File: config.mk
export PLATFORM = sky130hd
export DESIGN_NAME = seven_seg_result_scanner
export DESIGN_NICKNAME = d
export VERILOG_FILES = /design/src/rtl/seven_seg_result_scanner.sv
export SDC_FILE = /design/constraint.sdc
export NUM_CORES = 1
export LEC_CHECK = 0
export ABC_CLOCK_PERIOD_IN_PS = 2300
export BUFFER_PORTS_ARGS = -buffer_cell sky130_fd_sc_hd__buf_2
export CORE_MARGIN = 3
export CORE_UTILIZATION = 40
export CTS_CLUSTER_DIAMETER = 80
export DETAILED_ROUTE_END_ITERATION = 12
export GPL_TIMING_DRIVEN = 0
export PLACE_DENSITY = 0.65
export RECOVER_POWER = 100
export SLEW_MARGIN = 20
export SYNTH_ARGS = -nofsm -noshare
export SYNTH_HDL_FRONTEND = slang
export SYNTH_SLANG_ARGS = --single-unit
File: constraint.sdc
create_clock -name clk -period 2.3 [get_ports clk]
set_input_delay 0 -clock clk [delete_from_list [all_inputs] [get_ports clk]]
set_output_delay 0 -clock clk [all_outputs]
set_load 0.05 [all_outputs]
File: src/rtl/seven_seg_result_scanner.sv
// Scans a 4-digit common-anode seven-segment display: digit 0 shows the latest
// prediction, digits 3..1 a BCD count of completed inferences.
module seven_seg_result_scanner #(
  parameter int unsigned REFRESH_DIV  = 100000,
  parameter int unsigned FLASH_CYCLES = 25000000
) (
  input  logic       clk,
  input  logic       rst_n,
  input  logic [3:0] digit_in,
  input  logic       digit_valid,
  input  logic       count_clr,
  output logic [3:0] an,
  output logic [6:0] seg,
  output logic       dp
);

  localparam int unsigned RefW   = (REFRESH_DIV > 1) ? $clog2(REFRESH_DIV) : 1;
  localparam int unsigned FlashW = $clog2(FLASH_CYCLES + 1);
  localparam logic [RefW-1:0]   RefMax    = RefW'(REFRESH_DIV - 1);
  localparam logic [FlashW-1:0] FlashLoad = FlashW'(FLASH_CYCLES);

  localparam logic [6:0] SegDash  = 7'h3F;
  localparam logic [6:0] SegE     = 7'h06;
  localparam logic [6:0] SegBlank = 7'h7F;

  logic [RefW-1:0]   r_ref;
  logic [1:0]        r_idx;
  logic [3:0]        r_units;
  logic [3:0]        r_tens;
  logic [3:0]        r_hund;
  logic [FlashW-1:0] r_flash;
  logic              r_have_digit;
  logic [3:0]        r_digit;
  logic [3:0]        r_an;
  logic [6:0]        r_seg;
  logic              r_dp;

  logic [3:0] w_units_d;
  logic [3:0] w_tens_d;
  logic [3:0] w_hund_d;
  logic [3:0] w_an;
  logic [6:0] w_seg;
  logic       w_dp;

  // Values above 9 only reach this from the prediction slot and render as "E".
  function automatic logic [6:0] f_digit_seg(input logic [3:0] d);
    logic [6:0] s;
    case (d)
      4'd0:    s = 7'h40;
      4'd1:    s = 7'h79;
      4'd2:    s = 7'h24;
      4'd3:    s = 7'h30;
      4'd4:    s = 7'h19;
      4'd5:    s = 7'h12;
      4'd6:    s = 7'h02;
      4'd7:    s = 7'h78;
      4'd8:    s = 7'h00;
      4'd9:    s = 7'h10;
      default: s = SegE;
    endcase
    return s;
  endfunction

  always_ff @(posedge clk or negedge rst_n) begin
    if (!rst_n) begin
      r_ref <= '0;
      r_idx <= 2'd0;
    end else if (r_ref == RefMax) begin
      r_ref <= '0;
      r_idx <= r_idx + 2'd1;
    end else begin
      r_ref <= r_ref + RefW'(1);
    end
  end

  // Ripple-carry BCD increment, 999 wraps to 000.
  always_comb begin
    w_units_d = r_units + 4'd1;
    w_tens_d  = r_tens;
    w_hund_d  = r_hund;
    if (r_units == 4'd9) begin
      w_units_d = 4'd0;
      w_tens_d  = r_tens + 4'd1;
      if (r_tens == 4'd9) begin
        w_tens_d = 4'd0;
        w_hund_d = (r_hund == 4'd9) ? 4'd0 : r_hund + 4'd1;
      end
    end
  end

  always_ff @(posedge clk or negedge rst_n) begin
    if (!rst_n) begin
      r_units      <= 4'd0;
      r_tens       <= 4'd0;
      r_hund       <= 4'd0;
      r_flash      <= '0;
      r_have_digit <= 1'b0;
      r_digit      <= 4'd0;
    end else if (count_clr) begin
      r_units      <= 4'd0;
      r_tens       <= 4'd0;
      r_hund       <= 4'd0;
      r_flash      <= '0;
      r_have_digit <= 1'b0;
    end else if (digit_valid) begin
      r_units      <= w_units_d;
      r_tens       <= w_tens_d;
      r_hund       <= w_hund_d;
      r_flash      <= FlashLoad;
      r_have_digit <= 1'b1;
      r_digit      <= digit_in;
    end else if (r_flash != '0) begin
      r_flash <= r_flash - FlashW'(1);
    end
  end

  always_comb begin
    w_an = ~(4'b0001 << r_idx);
    w_dp = !((r_idx == 2'd0) && (r_flash != '0));
    unique case (r_idx)
      2'd0:    w_seg = r_have_digit ? f_digit_seg(r_digit) : SegDash;
      2'd1:    w_seg = f_digit_seg(r_units);
      2'd2:    w_seg = ((r_hund == 4'd0) && (r_tens == 4'd0)) ? SegBlank : f_digit_seg(r_tens);
      default: w_seg = (r_hund == 4'd0) ? SegBlank : f_digit_seg(r_hund);
    endcase
  end

  always_ff @(posedge clk or negedge rst_n) begin
    if (!rst_n) begin
      r_an  <= 4'hF;
      r_seg <= SegBlank;
      r_dp  <= 1'b1;
    end else begin
      r_an  <= w_an;
      r_seg <= w_seg;
      r_dp  <= w_dp;
    end
  end

  assign an  = r_an;
  assign seg = r_seg;
  assign dp  = r_dp;

endmodule

==> impl_metrics.json, run 1 <==
{
  "status": "finished, violations left",
  "violations": "setup timing",
  "min_period_over_period_pct": 104.3,
  "first_pass_iters": 4,
  "grt_pass1_wl_um": 16550,
  "final_cell_area_sq_mm": 0.005102,
  "internal_power_mw": 2.203,
  "leakage_nw": 2.129,
  "synth_edf_count": 0,
  "grt_pass1_vias": 3514,
  "grt_use_met3_pct": 3.934,
  "max_freq_mhz": 416.8,
  "min_path_cells": 4,
  "async_flop_share_pct": 100.0,
  "synth_top_cell_by_area": "dfrtp_1",
  "synth_nets": 495,
  "hold_viol_final": 0,
  "antenna_cells": 0,
  "fin_ws_ns": -0.09939,
  "power_switching_mw": 1.130,
  "layout_commonest_cell": "dfrtp_1",
  "syn_area_sq_mm": 0.004319,
  "p_sw_share_pct": 33.91,
  "antenna_found_initial": 0,
  "drc": 0,
  "drt_iter0_markers": 158,
  "synth-seq-cells": 73,
  "antenna_left": 0,
  "rsz0062_at_grt": "yes",
  "hold_end": "r_flash[6]",
  "drive_gt1_share_pct": 17.97,
  "cts.clk_slew.worst_paths_ns": 0.09,
  "period_minus_slack_ns": 2.399,
  "pwr-share-seq_pct": 44.2,
  "cellPowerDensity_mw_per_mm2": 653.4,
  "worstPathArrival_ns": 2.60,
  "start_kind": "flop",
  "r2r-start": "r_flash[8]",
  "ys_types": 63,
  "hp-class": "in2reg",
  "num_vias": 3549,
  "r2r_end": "r_flash[18]",
  "vias_per_cell": 5.477,
  "slew_headroom_pct": 12.88,
  "syn_inst": 459,
  "tightestPinTransition_ns": 1.307,
  "fp-row-count": 37,
  "grt_max_degree": 50,
  "top_usage_layer": "met2",
  "crit_fanout": 6,
  "power_frac_clock_pct": 31.0,
  "fin_nets": 543,
  "synth_area_leaders": "dfrtp_1 35%, ha_1 8.1%, dfstp_2 7.3%",
  "htreeDepth": 3,
  "power_mw": 3.334,
  "seq_area_frac_synth_pct": 42.64,
  "syn_area_per_cell_sq_um": 9.410,
  "reg2reg_setup_slack_ns": -0.1,
  "dpl_cell_area_sq_mm": 0.004614,
  "design.core.area_sq_mm": 0.01042,
  "hp-start": "count_clr",
  "cap_violations": 0,
  "wire_per_inst_um": 15.28,
  "start_util_pct": 41.47,
  "setup_violations": 16,
  "die_y_um": 109.9,
  "ys.flop_type": "dfrtp_1",
  "ios": 20,
  "r2r_cells": 6,
  "hpwl_um": 6776,
  "cts_tree": "done",
  "clk_latency_ns": 0.35,
  "dieArea_sq_mm": 0.01208,
  "cts_root_buffer": "clkbuf_8",
  "place_congestion": 0.7891,
  "cts.sinks": 73,
  "area_delta_synth_final_pct": 18.13,
  "grt-ovfl-total": 0,
  "critPathKind": "reg2reg",
  "groute.layer.met2.usage_pct": 28.94,
  "die_w_um": 109.9,
  "final_max_slew_viol_count": 0,
  "grt_use_total_pct": 17.26,
  "cts_buffers": 9,
  "portBuffers": 19,
  "finClkSkew_ns": 0.01077,
  "grtUsageMet1_pct": 21.98,
  "final_cell_mix": "61 x dfrtp_1, 40 x nand2_1, 34 x nor2_1, 30 x a21oi_1",
  "synth_top_area_share_pct": 35.34,
  "worstPathRequired_ns": 2.50,
  "ir_worst_vdd_mv": 0.3593,
  "clk_path_buf_depth": 2,
  "totalWireLength_um": 9899,
  "yosys_warnings": 0,
  "comb_power_share_pct": 24.9,
  "crit_path_end_kind": "flop"
}
[per-layer routing]
| layer | wire length [um] | share of wire, % |
|---|---|---|
| met1 | 4431 | 45 |
| met2 | 5009 | 51 |
| met3 | 326 | 3.3 |
| met4 | 131 | 1.3 |
| met5 | 0 | 0 |
[registers in the layout, summed over array words and instances (netlist names)]
name and flops:
r_have_digit 1, r_ref 17, r_hund 4, dp 1
r_idx 2, r_flash 25, r_digit 4, seg 7
an 4, r_tens 4, r_units 4
[logic make-up (layout without fill, tap and decap cells)]
group | count (synthesis) | count (layout) | share of synthesized area [%]
AO/OA/AOI/OAI | 111 | 111 | 16.43
XOR/XNOR | 27 | 27 | 5.475
adder cells (fa/ha/maj) | 28 | 28 | 8.111
buffers and inverters | 44 | 97 | 4.258
flip-flops | 73 | 73 | 42.64
multiplexers | 9 | 9 | 2.231
AND/OR/NAND/NOR | 167 | 167 | 20.86
[stage by stage]
stage | instances | hold slack, ns | worst slack [ns] | TNS [ns] | utilization [%]
6_report | 648 | 0.04737 | -0.09939 | -0.9138 | 48.99
5_1_grt | 648 | 0.07141 | -0.2346 | -2.709 | 48.99
4_1_cts | 643 | 0.01509 | -0.1499 | -1.606 | 48.40
3_5_place_dp | 615 | -0.06386 | -0.3263 | -5.009 | 44.30
3_3_place_gp | 614 | 0.2093 | -0.3344 | -5.463 | 44.01
2_1_floorplan | 459 | -0.2956 | -0.05957 | -0.4086 | -
[cell usage after synthesis, types with 3 or more instances]
cell type,instances
a31o_2,4
o211ai_1,3
xor2_1,12
a21o_1,3
ha_1,28
o21a_1,3
nand2_1,42
nand2b_1,6
nor4_1,6
and4_1,6
inv_1,23
a32oi_1,3
nor3_1,7
a21oi_1,31
mux2i_1,4
nand4_1,7
dfstp_2,12
a211oi_1,4
clkbuf_1,16
xnor2_1,15
o21ai_0,30
or3_1,6
or4_1,5
dfrtp_1,61
nor2_1,35
mux2_2,5
o31ai_1,7
o31a_1,3
o311ai_0,3
nand3_1,21
nor2b_1,7
[power by group through the flow]
stage               Clock, mW  Sequential (mW)  Combinational, mW
finish                   1.03             1.47              0.829
floorplan                   0             1.52              0.529
CTS                      1.07             1.46              0.821
detailed placement          0             1.49              0.759
global placement            0             1.48              0.739
global route             1.13             1.49              0.920
[worst max-delay path: stages (launching register included)]
cell,delay [ns]
dfrtp_1,0.40
or4_4,0.54
or4_4,0.49
or3_4,0.40
nor3_4,0.24
buf_6,0.15
a211oi_1,0.04
[final cells by class]
class | instances | area (sq um)
Fill cell | 993 | 5314
Multi-Input combinational cell | 342 | 2449
Sequential cell | 73 | 1842
Timing Repair Buffer | 39 | 256.5
Tap cell | 136 | 170.2
Clock buffer | 9 | 123.9
Buffer | 19 | 97.59
Inverter | 23 | 86.33
Clock inverter | 7 | 77.57
[worst max path at each step]
| stage | from | to | cells after the start |
|---|---|---|---|
| floorplan | r_flash[9] | r_flash[15] | 7 |
| global placement | r_flash[9] | r_flash[22] | 6 |
| detailed placement | r_flash[9] | r_flash[12] | 6 |
| CTS | r_flash[8] | r_flash[13] | 7 |
| global route | r_flash[3] | r_flash[14] | 5 |
| finish | r_flash[8] | r_flash[18] | 6 |
[what timing repair did]
item	4_1_cts	5_1_grt
cloned	0	2
pin swaps	12	6
endpoints found under the hold margin	77	0
endpoints found under the setup margin	25	27
hold buffers	5	0
gates resized for setup	24	19
setup buffers	7	5
No activity file was read; power rests on OpenSTA's default activity.
==> run 2, diff against run 1 <==
Settings changed: GPL_TIMING_DRIVEN 0 to default.
==> impl_metrics.json, run 2 (synthesized netlist as in run 1, its figures left out) <==
{
  "cap_violations": 0,
  "drt_iter0_markers": 195,
  "worstPathRequired_ns": 2.54,
  "grt-ovfl-total": 0,
  "die_w_um": 109.9,
  "critPathKind": "reg2reg",
  "ios": 20,
  "status": "finished, final reports clean",
  "dieArea_sq_mm": 0.01208,
  "grt_max_degree": 40,
  "place_ws_ns": -0.1455,
  "grt_use_total_pct": 16.10,
  "first_pass_iters": 6,
  "design.core.area_sq_mm": 0.01042,
  "antenna_found_initial": 0,
  "min_period_over_period_pct": 99.81,
  "grt_pass1_wl_um": 15350,
  "start_util_pct": 41.47,
  "place_congestion": 0.8349,
  "period_minus_slack_ns": 2.296,
  "htreeDepth": 3,
  "area_delta_synth_final_pct": 14.11,
  "ir_worst_vdd_mv": 0.2939,
  "fin_ws_ns": 0.004438,
  "hp-class": "in2reg",
  "grt_pass1_vias": 3265,
  "antenna_left": 0,
  "slew_headroom_pct": 25.28,
  "fp-row-count": 37,
  "largest-register": "r_flash",
  "num_vias": 3473,
  "final_max_slew_viol_count": 0,
  "vias_per_cell": 5.435,
  "finClkSkew_ns": 0.009307,
  "tightestPinTransition_ns": 1.121,
  "fin_setup_tns_ns": 0,
  "cts_root_buffer": "clkbuf_8",
  "crit_fanout": 6,
  "antenna_cells": 0,
  "rsz0062_at_grt": "yes",
  "cts_buffers": 9,
  "totalWireLength_um": 9136,
  "drc": 0,
  "largest_register_ff_count": 25,
  "hold_viol_final": 0,
  "cts_tree": "done",
  "crit_path_end_kind": "flop",
  "hpwl_um": 6601,
  "start_kind": "flop",
  "clk_path_buf_depth": 2,
  "max_freq_mhz": 435.6,
  "cts.sinks": 73,
  "worstPathArrival_ns": 2.54,
  "portBuffers": 19,
  "clk_latency_ns": 0.36,
  "final_cell_mix": "61 x dfrtp_1, 42 x nand2_1, 35 x nor2_1, 31 x a21oi_1, 29 x o21ai_0",
  "wire_per_inst_um": 14.30,
  "die_y_um": 109.9,
  "drive_gt1_share_pct": 16.10,
  "layout_commonest_cell": "dfrtp_1",
  "setup_violations": 0,
  "leakage_nw": 2.065,
  "cts.clk_slew.worst_paths_ns": 0.08,
  "fin_nets": 534,
  "cellPowerDensity_mw_per_mm2": 647.4
}
==> run 2: changes by cell type in the layout (fill, tap and decap cells not counted), moves of 2 or more <==
cell	before	now
nor4_1	3	5
nand2_2	2	0
buf_4	10	18
nand2_1	40	42
o311ai_1	0	2
nor4_2	4	1
o41ai_1	0	2
a31o_2	2	4
buf_6	6	3
a31o_4	2	0
o41ai_2	2	0
clkbuf_1	29	16
==> run 2: routing by layer <==
layer	vias up	GRT usage (%)	part of all wire [%]	wire [um]
li1	1721	-	-	-
met1	1688	21.05	47	4252
met2	52	26.34	49	4436
met3	12	2.701	3.1	286
met4	0	6.679	1.8	160
met5	-	0	0	0
==> run 2: what timing repair did <==
| item | CTS | global route |
|---|---|---|
| hold buffers | 5 | 0 |
| gates cloned | 0 | 0 |
| gates resized for setup | 6 | 6 |
| pin swaps | 1 | 2 |
| setup buffers | 2 | 0 |
| endpoints found under the hold margin | 65 | 0 |
| endpoints found under the setup margin | 25 | 24 |
==> run 2: critical path, stage by stage, from the launching register on <==
cell	delay [ns]
dfrtp_1	0.38
or4_4	0.53
or4_4	0.47
or3_4	0.42
buf_4	0.17
a31o_2	0.22
==> run 2: power breakdown <==
| part | total [mW] | switching [mW] | internal [mW] |
|---|---|---|---|
| Combinational | 0.766 | 0.451 | 0.315 |
| Sequential | 1.50 | 0.121 | 1.38 |
| Clock | 0.928 | 0.528 | 0.400 |
==> run 2: final timing paths <==
kind | start | slack (ns) | to | cells past startpoint
setup / recovery | r_flash[9] | 0.004 | r_flash[2] | 5
hold / removal | digit_valid | 0.05 | r_have_digit | 3
setup reg to reg | r_flash[9] | 0.004 | r_flash[2] | 5
hold reg to reg | r_ref[0] | 0.50 | r_ref[0] | 1
max in group asynchronous | rst_n | 0.57 | r_hund[2] | 3
min in group asynchronous | rst_n | 0.25 | r_flash[18] | 2
==> run 2: area by class of cell <==
| type | count | area (sq um) |
|---|---|---|
| Fill cell | 1001 | 5488 |
| Multi-Input combinational cell | 342 | 2337 |
| Sequential cell | 73 | 1842 |
| Timing Repair Buffer | 49 | 314.1 |
| Tap cell | 136 | 170.2 |
| Clock buffer | 9 | 123.9 |
| Inverter | 23 | 86.33 |
| Clock inverter | 7 | 55.05 |
==> run 2: stage by stage <==
step	hold WS, ns	total power [mW]	util [%]	instance area, sq um	std cells
after floorplan	-0.2956	2.045	-	4319	459
after global placement	-0.06246	2.241	44.85	4672	616
after detailed placement	-0.05874	2.260	44.85	4672	616
after CTS	0.02536	3.218	47.44	4941	639
after global routing	0.06491	3.378	47.32	4928	639
final	0.04545	3.191	47.32	4928	639
